## config.mk

```make
export PLATFORM = sky130hd
export DESIGN_NAME = mul_dot_accum
export DESIGN_NICKNAME = d
export VERILOG_FILES = /design/src/rtl/mul_pkg.sv /design/src/rtl/mul_tag_pipe.sv /design/src/rtl/mul_dot_accum.sv
export SDC_FILE = /design/constraint.sdc
export NUM_CORES = 1
export LEC_CHECK = 0
export CORE_MARGIN = 3
export CORE_UTILIZATION = 37
export CTS_CLUSTER_SIZE = 12
export DETAILED_ROUTE_END_ITERATION = 8
export SLEW_MARGIN = 5
export SYNTH_ARGS = -nofsm -noshare
export SYNTH_HDL_FRONTEND = slang
export SYNTH_SLANG_ARGS = --single-unit
```

## constraint.sdc

```tcl
create_clock -name clk -period 4.6 [get_ports clk]
set_input_delay 1.38 -clock clk [delete_from_list [all_inputs] [get_ports clk]]
set_output_delay 1.38 -clock clk [all_outputs]
set_load 0.1 [all_outputs]
```

## src/rtl/mul_pkg.sv

```systemverilog
// Shared constants, FSM encoding and tag payload for the multiplier consumer.
package mul_pkg;

    localparam int unsigned MUL_LAT = 5;
    localparam int unsigned OP_W    = 16;
    localparam int unsigned PROD_W  = 32;

    typedef enum logic [1:0] {
        ACCUM = 2'd0,
        DRAIN = 2'd1,
        HOLD  = 2'd2
    } state_t;

    typedef struct packed {
        logic v;
        logic last;
    } tag_t;

endpackage

```

## src/rtl/mul_tag_pipe.sv

```systemverilog
// Delay line carrying the {v, last} sideband alongside the multiplier pipeline.
module mul_tag_pipe
    import mul_pkg::*;
#(
    parameter int unsigned DEPTH = 5
) (
    input  logic clk,
    input  logic rst,
    input  tag_t tag_in,
    output tag_t tag_out
);

    tag_t stage [DEPTH];

    // Shift tags one stage per cycle; reset clears every stage.
    always_ff @(posedge clk) begin
        if (rst) begin
            for (int i = 0; i < int'(DEPTH); i++) begin
                stage[i] <= '0;
            end
        end else begin
            stage[0] <= tag_in;
            for (int i = 1; i < int'(DEPTH); i++) begin
                stage[i] <= stage[i-1];
            end
        end
    end

    assign tag_out = stage[DEPTH-1];

endmodule

```

## src/rtl/mul_dot_accum.sv

```systemverilog
// Feeds a fixed-latency multiplier and accumulates its products into one
// dot-product per vector, handed off over a valid/ready result port.
module mul_dot_accum
    import mul_pkg::*;
#(
    parameter int unsigned MUL_LAT = mul_pkg::MUL_LAT,
    parameter int unsigned ACC_W   = 48,
    parameter int unsigned CNT_W   = 16
) (
    input  logic              clk,
    input  logic              rst,
    input  logic              in_valid,
    output logic              in_ready,
    input  logic [OP_W-1:0]   in_a,
    input  logic [OP_W-1:0]   in_b,
    input  logic              in_last,
    output logic [OP_W-1:0]   mul_a,
    output logic [OP_W-1:0]   mul_b,
    input  logic [PROD_W-1:0] mul_p,
    output logic              out_valid,
    input  logic              out_ready,
    output logic [ACC_W-1:0]  out_sum,
    output logic [CNT_W-1:0]  out_count,
    output logic              out_ovf
);

    localparam int unsigned SUM_W = ACC_W + 1;

    state_t             state;
    state_t             state_next;
    tag_t               tag_in;
    tag_t               tag_out;
    logic               accept;
    logic               fin;
    logic [ACC_W-1:0]   acc;
    logic               ovf;
    logic [CNT_W-1:0]   cnt;
    logic [SUM_W-1:0]   acc_sum;

    assign in_ready = (state == ACCUM);
    assign accept   = in_valid && in_ready;

    // Operands reach the multiplier only for accepted beats.
    assign mul_a = accept ? in_a : '0;
    assign mul_b = accept ? in_b : '0;

    assign tag_in.v    = accept;
    assign tag_in.last = accept && in_last;

    mul_tag_pipe #(
        .DEPTH (MUL_LAT)
    ) u_tag_pipe (
        .clk     (clk),
        .rst     (rst),
        .tag_in  (tag_in),
        .tag_out (tag_out)
    );

    // Extra top bit captures the carry out of the accumulator.
    assign acc_sum = {1'b0, acc} + SUM_W'(mul_p);
    assign fin     = (state == DRAIN) && tag_out.v && tag_out.last;

    // State register.
    always_ff @(posedge clk) begin
        if (rst) begin
            state <= ACCUM;
        end else begin
            state <= state_next;
        end
    end

    // Next-state logic.
    always_comb begin
        state_next = state;
        unique case (state)
            ACCUM:   if (accept && in_last) state_next = DRAIN;
            DRAIN:   if (fin)               state_next = HOLD;
            HOLD:    if (out_ready)         state_next = ACCUM;
            default:                        state_next = ACCUM;
        endcase
    end

    // Accumulator, beat counter and result registers.
    always_ff @(posedge clk) begin
        if (rst) begin
            acc       <= '0;
            ovf       <= 1'b0;
            cnt       <= '0;
            out_valid <= 1'b0;
            out_sum   <= '0;
            out_count <= '0;
            out_ovf   <= 1'b0;
        end else begin
            if (accept && (cnt != '1)) begin
                cnt <= cnt + CNT_W'(1);
            end
            if (fin) begin
                out_sum   <= acc_sum[ACC_W-1:0];
                out_count <= cnt;
                out_ovf   <= ovf | acc_sum[ACC_W];
                out_valid <= 1'b1;
                acc       <= '0;
                ovf       <= 1'b0;
                cnt       <= '0;
            end else if (tag_out.v) begin
                acc <= acc_sum[ACC_W-1:0];
                ovf <= ovf | acc_sum[ACC_W];
            end
            if ((state == HOLD) && out_ready) begin
                out_valid <= 1'b0;
            end
        end
    end

endmodule

```

==> results.py <==
metrics = {
    "sta": {
        "max_slew_margin_pct": 30.9,
        "fin_crit_sh_pct": 90.8,
        "fin_crit_ps": 4180,
        "rsz0062_at_grt": "false",
        "max_freq_mhz": 239,
        "finalClockSkew_ps": 12.7,
        "hold_viol": 0,
        "tns_ps": 0,
        "worst_slew_pin_slew_ps": 1030,
        "setup_viol_count_final": 0,
        "slew_viol_final": 0,
    },
    "cts": {
        "clock-sinks": 143,
        "path_clk_slew_ps": 60,
        "cts-root-buf": "clkbuf_16",
        "cts_tree": "built",
        "cts_buffer_depth": 2,
        "clk_latency_ps": 420,
        "holdBufCountCts": 0,
        "ctsResizeCount": 0,
        "postCtsSetupRepairBufs": 0,
        "cts_inserted_buffers": 17,
        "h-tree-depth": 4,
    },
    "finish": {
        "nets": 1225,
        "nFillCells": 1876,
        "antenna-diode-count": 0,
        "final_common_cell": "dfxtp_1",
        "stdcell_area_um2": 10700,
        "final_cell_mix": "dfxtp_1 (142), nand2_1 (135), clkdlybuf4s50_1 (133), nor2_1 (98), a21oi_1 (95)",
        "syn2layout_area_growth_pct": 40.5,
        "layout-drive-gt1-share_pct": 11.1,
        "final_cells": 1400,
    },
    "place": {
        "dp_hpwl_um": 16400,
        "port_buffers": 167,
        "dpl.cell_count": 1368,
        "gp_congestion": 0.890,
        "place_area_um2": 10000,
    },
    "global_routing": {
        "grt_util_met3_pct": 6.56,
        "grt_usage_pct": 20.3,
        "met1_usage_pct": 26.1,
        "grt_max_degree": 80,
        "grt_remaining_overflow": 0,
        "use_met2_pct": 33.4,
        "grt_busiest_layer": "met2",
        "grt_pass1_wl_um": 36700,
        "grt_antenna_before_repair": 0,
        "grt_pass1_vias": 7292,
    },
    "min_path": {
        "hold_end": "u_tag_pipe.stage[1][1]",
        "hold_path_class": "flip-flop to flip-flop",
        "hold_depth": 1,
        "hp-start": "u_tag_pipe.stage[0][1]",
    },
    "synthesis": {
        "yosysSeqAreaShare_pct": 37.7,
        "synthAdderAreaFrac_pct": 5.70,
        "yosys_warnings": 0,
        "synth_top_family_by_area": "simple AND/OR/NAND/NOR gates",
        "syn_nets": 1051,
        "synth-xor-area-share_pct": 6.45,
        "synth_ff_type": "dfxtp_1",
        "syn-instance-count": 948,
        "synthMuxAreaShare_pct": 2.90,
        "netlist_area_um2": 7600,
        "syn_avg_cell_area_um2": 8.02,
        "synth-simple-area-share_pct": 23.5,
        "synth_compound_area_share_pct": 20.0,
        "synth-seq-cells": 143,
        "synthArstFlopShare_pct": 0,
        "synthDistinctLibCells": 65,
        "synth_enable_flop_cells": 0,
    },
    "flow_run": {
        "max-cap-violations": 0,
    },
    "worst_setup_path": {
        "r2r_start": "acc[15]",
        "crit_type": "input port to flip-flop",
        "timing.rr.end": "acc[43]",
        "critPathLaunchType": "input port",
        "arrival_ps": 4520,
        "rrSetupSlack_ps": 1500,
        "crit_fanout": 7,
        "crit_start": "mul_p[15]",
        "reg2reg_depth": 9,
        "cp.required_ps": 4940,
        "end_kind": "flip-flop",
    },
    "drt": {
        "drt_wl_total_um": 22200,
        "first_pass_iters": 5,
        "drc": 0,
        "vias": 7276,
        "avgViaCountPerCell": 5.20,
        "drtAntennaViolNets": 0,
        "drt_iter0_drc": 298,
        "wire_per_inst_um": 15.9,
    },
    "floorplan": {
        "initial_core_util_pct": 38.3,
        "core_um2": 19800,
        "num_rows": 51,
        "ioPinCount": 168,
        "die_w_um": 149,
        "die_area_um2": 22300,
        "die_h_um": 149,
    },
    "power": {
        "p_leak_nw": 4.08,
        "ir_drop_mv": 0.226,
        "power_density_nw_per_um2": 301,
    },
    "outcome": {
        "outcome": "complete, no violations",
    },
}
==> cells by family (layout without fill, tap and decap cells) <==
| kind of cell | count (synthesis) | count (layout) |
|---|---|---|
| and+or+nand+nor | 382 | 382 |
| buffers and inverters | 75 | 262 |
| muxes | 22 | 22 |
| adders and majority gates | 34 | 34 |
| DFF | 143 | 143 |
| AOI/OAI and AO/OA | 236 | 236 |
| xor gates and xnor gates | 56 | 56 |
==> registers in the layout (all words and copies together), names as in the netlist <==
register	cells
acc	48
out_sum	48
cnt	16
out_count	16
u_tag_pipe.stage	10
state	2
out_ovf	1
out_valid	1
ovf	1
==> metrics by stage <==
step / hold WS, ps / utilization (%) / total power [W] / setup WS [ps]
after floorplan: 414 / - / 0.00154 / 527
after global placement: 416 / 50.6 / 0.00174 / 64.7
after detailed placement: 424 / 50.6 / 0.00174 / 25.9
after CTS: 439 / 53.8 / 0.00325 / 467
after global routing: 448 / 53.8 / 0.00332 / 281
final: 436 / 53.8 / 0.00321 / 422
==> worst max-delay path: stages <==
cell	delay, ps
clkdlybuf4s50_1	420
ha_1	410
nand4_1	190
nor4_1	380
a31oi_1	200
a311o_4	450
a211oi_4	400
o21ai_1	180
or3_1	350
a21oi_1	150
==> worst max path at each step <==
stage                       end  slack (ps)
CTS                 out_sum[22]         470
floorplan           out_sum[42]         530
finish                  acc[43]         420
global placement    out_sum[42]          60
global route        out_sum[42]         280
detailed placement  out_sum[22]          30
==> synthesized netlist by cell type (all sizes together) (7+ instances only) <==
cell      n  share of area, %
a211oi   29               3.0
and4      8              0.92
nor2    100               5.0
nand2   136               6.7
and3     44               3.6
mux2i    22               2.9
dfxtp   143                38
or3       7              0.58
nor3      8              0.53
inv      18              0.89
and2     10              0.82
ha       33               5.4
nand3    31               2.0
buf      15              0.86
o22ai     7              0.58
nand4    11              0.91
o21ai    43               2.8
xnor2    37               4.3
nor2b    14               1.2
a21oi    95               6.3
a21o     10              0.99
clkbuf   41               2.0
xor2     19               2.2
==> final cells by class <==
class	instances	area, µm²	share of cell area [%]
Tap cell	265	332	3.10
Clock buffer	18	439	4.11
Timing Repair Buffer	211	2310	21.7
Clock inverter	14	201	1.89
Sequential cell	143	2860	26.8
Multi-Input combinational cell	730	4460	41.8
Inverter	19	71.3	0.668
==> layer usage <==
layer	vias up	wire length, µm
li1	3702	-
met3	31	1560
met4	0	266
met2	205	10100
met1	3338	10300
met5	-	0
==> report_power, final <==
group	internal, W	total (W)	switching [W]	leakage, nW
Sequential	0.00125	0.00125	0.00000504	1.15
Clock	0.000932	0.00151	0.000574	0.302
Combinational	0.000182	0.000458	0.000276	2.62
Total	0.00236	0.00321	0.000855	4.08
No activity file was read; power rests on OpenSTA's default activity.
==> edit 1, RTL diff (same settings) <==
Re-encode `state_t` (3 states) as one-hot, 3 bits wide.
--- a/src/rtl/mul_pkg.sv
+++ b/src/rtl/mul_pkg.sv
@@ -5,10 +5,10 @@
     localparam int unsigned OP_W    = 16;
     localparam int unsigned PROD_W  = 32;
 
-    typedef enum logic [1:0] {
-        ACCUM = 2'd0,
-        DRAIN = 2'd1,
-        HOLD  = 2'd2
+    typedef enum logic [2:0] {
+        ACCUM = 3'b001,
+        DRAIN = 3'b010,
+        HOLD  = 3'b100
     } state_t;
 
     typedef struct packed {
Check against the original RTL: no difference found for any inputs over 10 cycles, from zero or initial values and one cycle with rst high; not proved beyond that.
==> edit 1 against the original RTL <==
Clock skew down 0.0036 ns. Cell area fell by 4.2%. Setup slack improved by 0.10 ns. Critical path depth stayed put. Routed wire length fell by 6.0%. Sequential share of layout area is 1.4 points higher. Utilization fell by 0.38 points. Total power shrank 2.3%. Count of clock-buffer cells in the layout decreased by 1. Clock power decreased by 4%. Sequential cell count is 1 higher. Area after synthesis is 3.0% lower. Combinational power fell by 5.0%. Worst hold slack worse by 0.0044 ns. Largest power group unchanged. Highest routed layer unchanged.
==> edit 1: results (changes against the original RTL) <==
Via/cell ratio = 5.08 (-2.3%)
Clk_skew = 0.00905 ns (-0.00363 ns)
Synth Area in Compound Gates = 16.8% (-3.1 points)
Iter 0 DRT Violations = 287 (-3.7%)
Outcome = complete, no violations
Crit Reg-Reg Endpoint = out_sum[33]
Peak VDD IR = 0.000260 V (+15%)
Post-placement setup slack = 0.159 ns (+0.133 ns)
Internal power = 2.26 mW (-4.3%)
Distinct cells, synth = 53 (-18%)
Worst r2r src = acc[14]
Crit-path slowest cell = a2111oi_0
Post-synth top cells = 144 x dfxtp_1, 118 x nand2_1, 101 x nor2_1
Total routed wirelength = 20900 um (-6.0%)
WL/cell = 15.8 um (-0.47%)
Logic pwr share = 13.8% (-0.4 points)
Inverters, non-clock = 9 (-10)
Multi-input comb cells = 691 (-5.3%)
Post-DP Area = 9620 um^2 (-4.2%)
Post-Syn Area = 7370 um^2 (-3.0%)
Clk pwr = 1.45 mW (-4%)
Area of the multi-input gates = 4250 um^2 (-4.8%)
Non-clk bufs = 186 (-12%)
Sw Share = 28.1% (+1.5 points)
Post-Place Cells = 1290 (-5.7%)
Final net count = 1152 (-6.0%)
-- edit 1: per-layer routing --
metal | up-vias | part of all wire, % | wire [um] | GRT usage (%)
met2 | 107 | 49 | 10300 | 32.9
met4 | 0 | 1.5 | 315 | 5.82
met1 | 3134 | 45 | 9480 | 24.8
met3 | 24 | 3.9 | 812 | 3.70
met5 | - | 0 | 0 | 0
li1 | 3451 | - | - | -
-- edit 1: worst min-delay path by stage --
stage	slack (ns)	from	depth (start not counted)	end
floorplan	0.41	u_tag_pipe.stage[0][0]	1	u_tag_pipe.stage[1][0]
global placement	0.42	u_tag_pipe.stage[3][0]	1	u_tag_pipe.stage[4][0]
detailed placement	0.42	u_tag_pipe.stage[2][0]	1	u_tag_pipe.stage[3][0]
CTS	0.44	u_tag_pipe.stage[2][0]	1	u_tag_pipe.stage[3][0]
global route	0.45	u_tag_pipe.stage[2][0]	1	u_tag_pipe.stage[3][0]
finish	0.43	u_tag_pipe.stage[2][0]	1	u_tag_pipe.stage[3][0]
==> edit 2, RTL diff (config.mk and constraints unchanged) <==
Without the edit above. Set the parameter `ACC_W` to 24 (it was 48).
--- a/src/rtl/mul_dot_accum.sv
+++ b/src/rtl/mul_dot_accum.sv
@@ -4,7 +4,7 @@
     import mul_pkg::*;
 #(
     parameter int unsigned MUL_LAT = mul_pkg::MUL_LAT,
-    parameter int unsigned ACC_W   = 48,
+    parameter int unsigned ACC_W   = 24,
     parameter int unsigned CNT_W   = 16
 ) (
     input  logic              clk,
Ports: changed (resized out_sum); port bits go from 168 to 144. The function was not compared with the original's and may differ.
==> edit 2 against the original RTL <==
Setup slack improved by 0.24 ns. Routed wire length decreased by 35%. Area after synthesis down 32%. Via count is 34% lower. Cell count shrank 34%. Sequential cell count fell by 48. Clock power decreased by 53%. Total power is 39% lower. Sequential share of layout area down 0.41 points. Synthesized cell count down 35%. Cell area is 33% lower. Critical path type is now in -> out. Largest power group is now sequential cells.
==> edit 2: results (changes against the original RTL) <==
Rel. slew slack = 30.6% (-0.28 points)
Worst r2r src = acc[0]
Clk_lat worst skew = 0.35 ns (-0.07 ns)
Via count = 4782 (-34%)
Iter 0 DRT Violations = 287 (-3.7%)
Tcrit/Tclk final = 85.7% (-5.2 points)
Met3 usage in global routing = 3.59% (-3.0 points)
Synth Area in Compound Gates = 19.2% (-0.77 points)
First-pass GRT wire length = 22700 um (-38%)
Pin count of the biggest net entering global routing = 40 (-50%)
Layout cells sized above 1 = 9.83% (-1.3 points)
First drt pass iteration count = 4 (-1)
Post-synthesis xor/xnor area fraction = 4.95% (-1.5 points)
Outcome = complete, no violations
Crit Reg-Reg Endpoint = acc[18]
Largest regs = acc (24), out_sum (24)
Post-synthesis adder-cell area fraction = 6.48% (+0.79 points)
Total routed wirelength = 14400 um (-35%)
R2R depth = 8 (-1)
P_leak = 2.80 nW (-31%)
Distinct cells, synth = 64 (-1.5%)
Synth top area cells = dfxtp_1 37%, nand2_1 6.7%, ha_1 6.1%
Cells after Synth = 619 (-35%)
Hold WS = 0.441 ns (+0.00505 ns)
Port Buffers = 136 (-19%)
HP Start = u_tag_pipe.stage[0][0]
Reg2Reg Setup Slack = 1.98 ns (+0.48 ns)
RePlAce Congestion = 0.862 (-3.1%)
## edit 2: changes by cell type after synthesis, moves of 9 or more
cell,before,now
o21ai_0,42,23
a211oi_1,28,8
a21oi_1,95,54
xor2_1,19,10
nand3_1,31,15
nand2_1,136,91
and3_1,44,35
xnor2_1,37,19
dfxtp_1,143,95
nand3b_1,1,14
clkbuf_1,41,24
inv_1,18,9
nor2_1,99,46
mux2i_1,22,11
## edit 2: power breakdown
part | switching [mW] | internal, mW
combinational | 0.247 | 0.158
clock | 0.342 | 0.374
sequential | 0.00474 | 0.829
## edit 2: layout make-up
type	count	area [um^2]	share of cell area [%]
Multi-Input combinational cell	481	3040	42.3
Sequential cell	95	1900	26.4
Timing Repair Buffer	143	1730	24.0
Clock buffer	9	225	3.13
Tap cell	176	220	3.06
Clock inverter	6	51.3	0.712
Inverter	9	33.8	0.469
## edit 2: worst max-delay path, cell delays in order
cell and delay, ns:
clkdlybuf4s50_1 0.45, buf_4 0.26, and3_1 0.27, buf_12 0.19
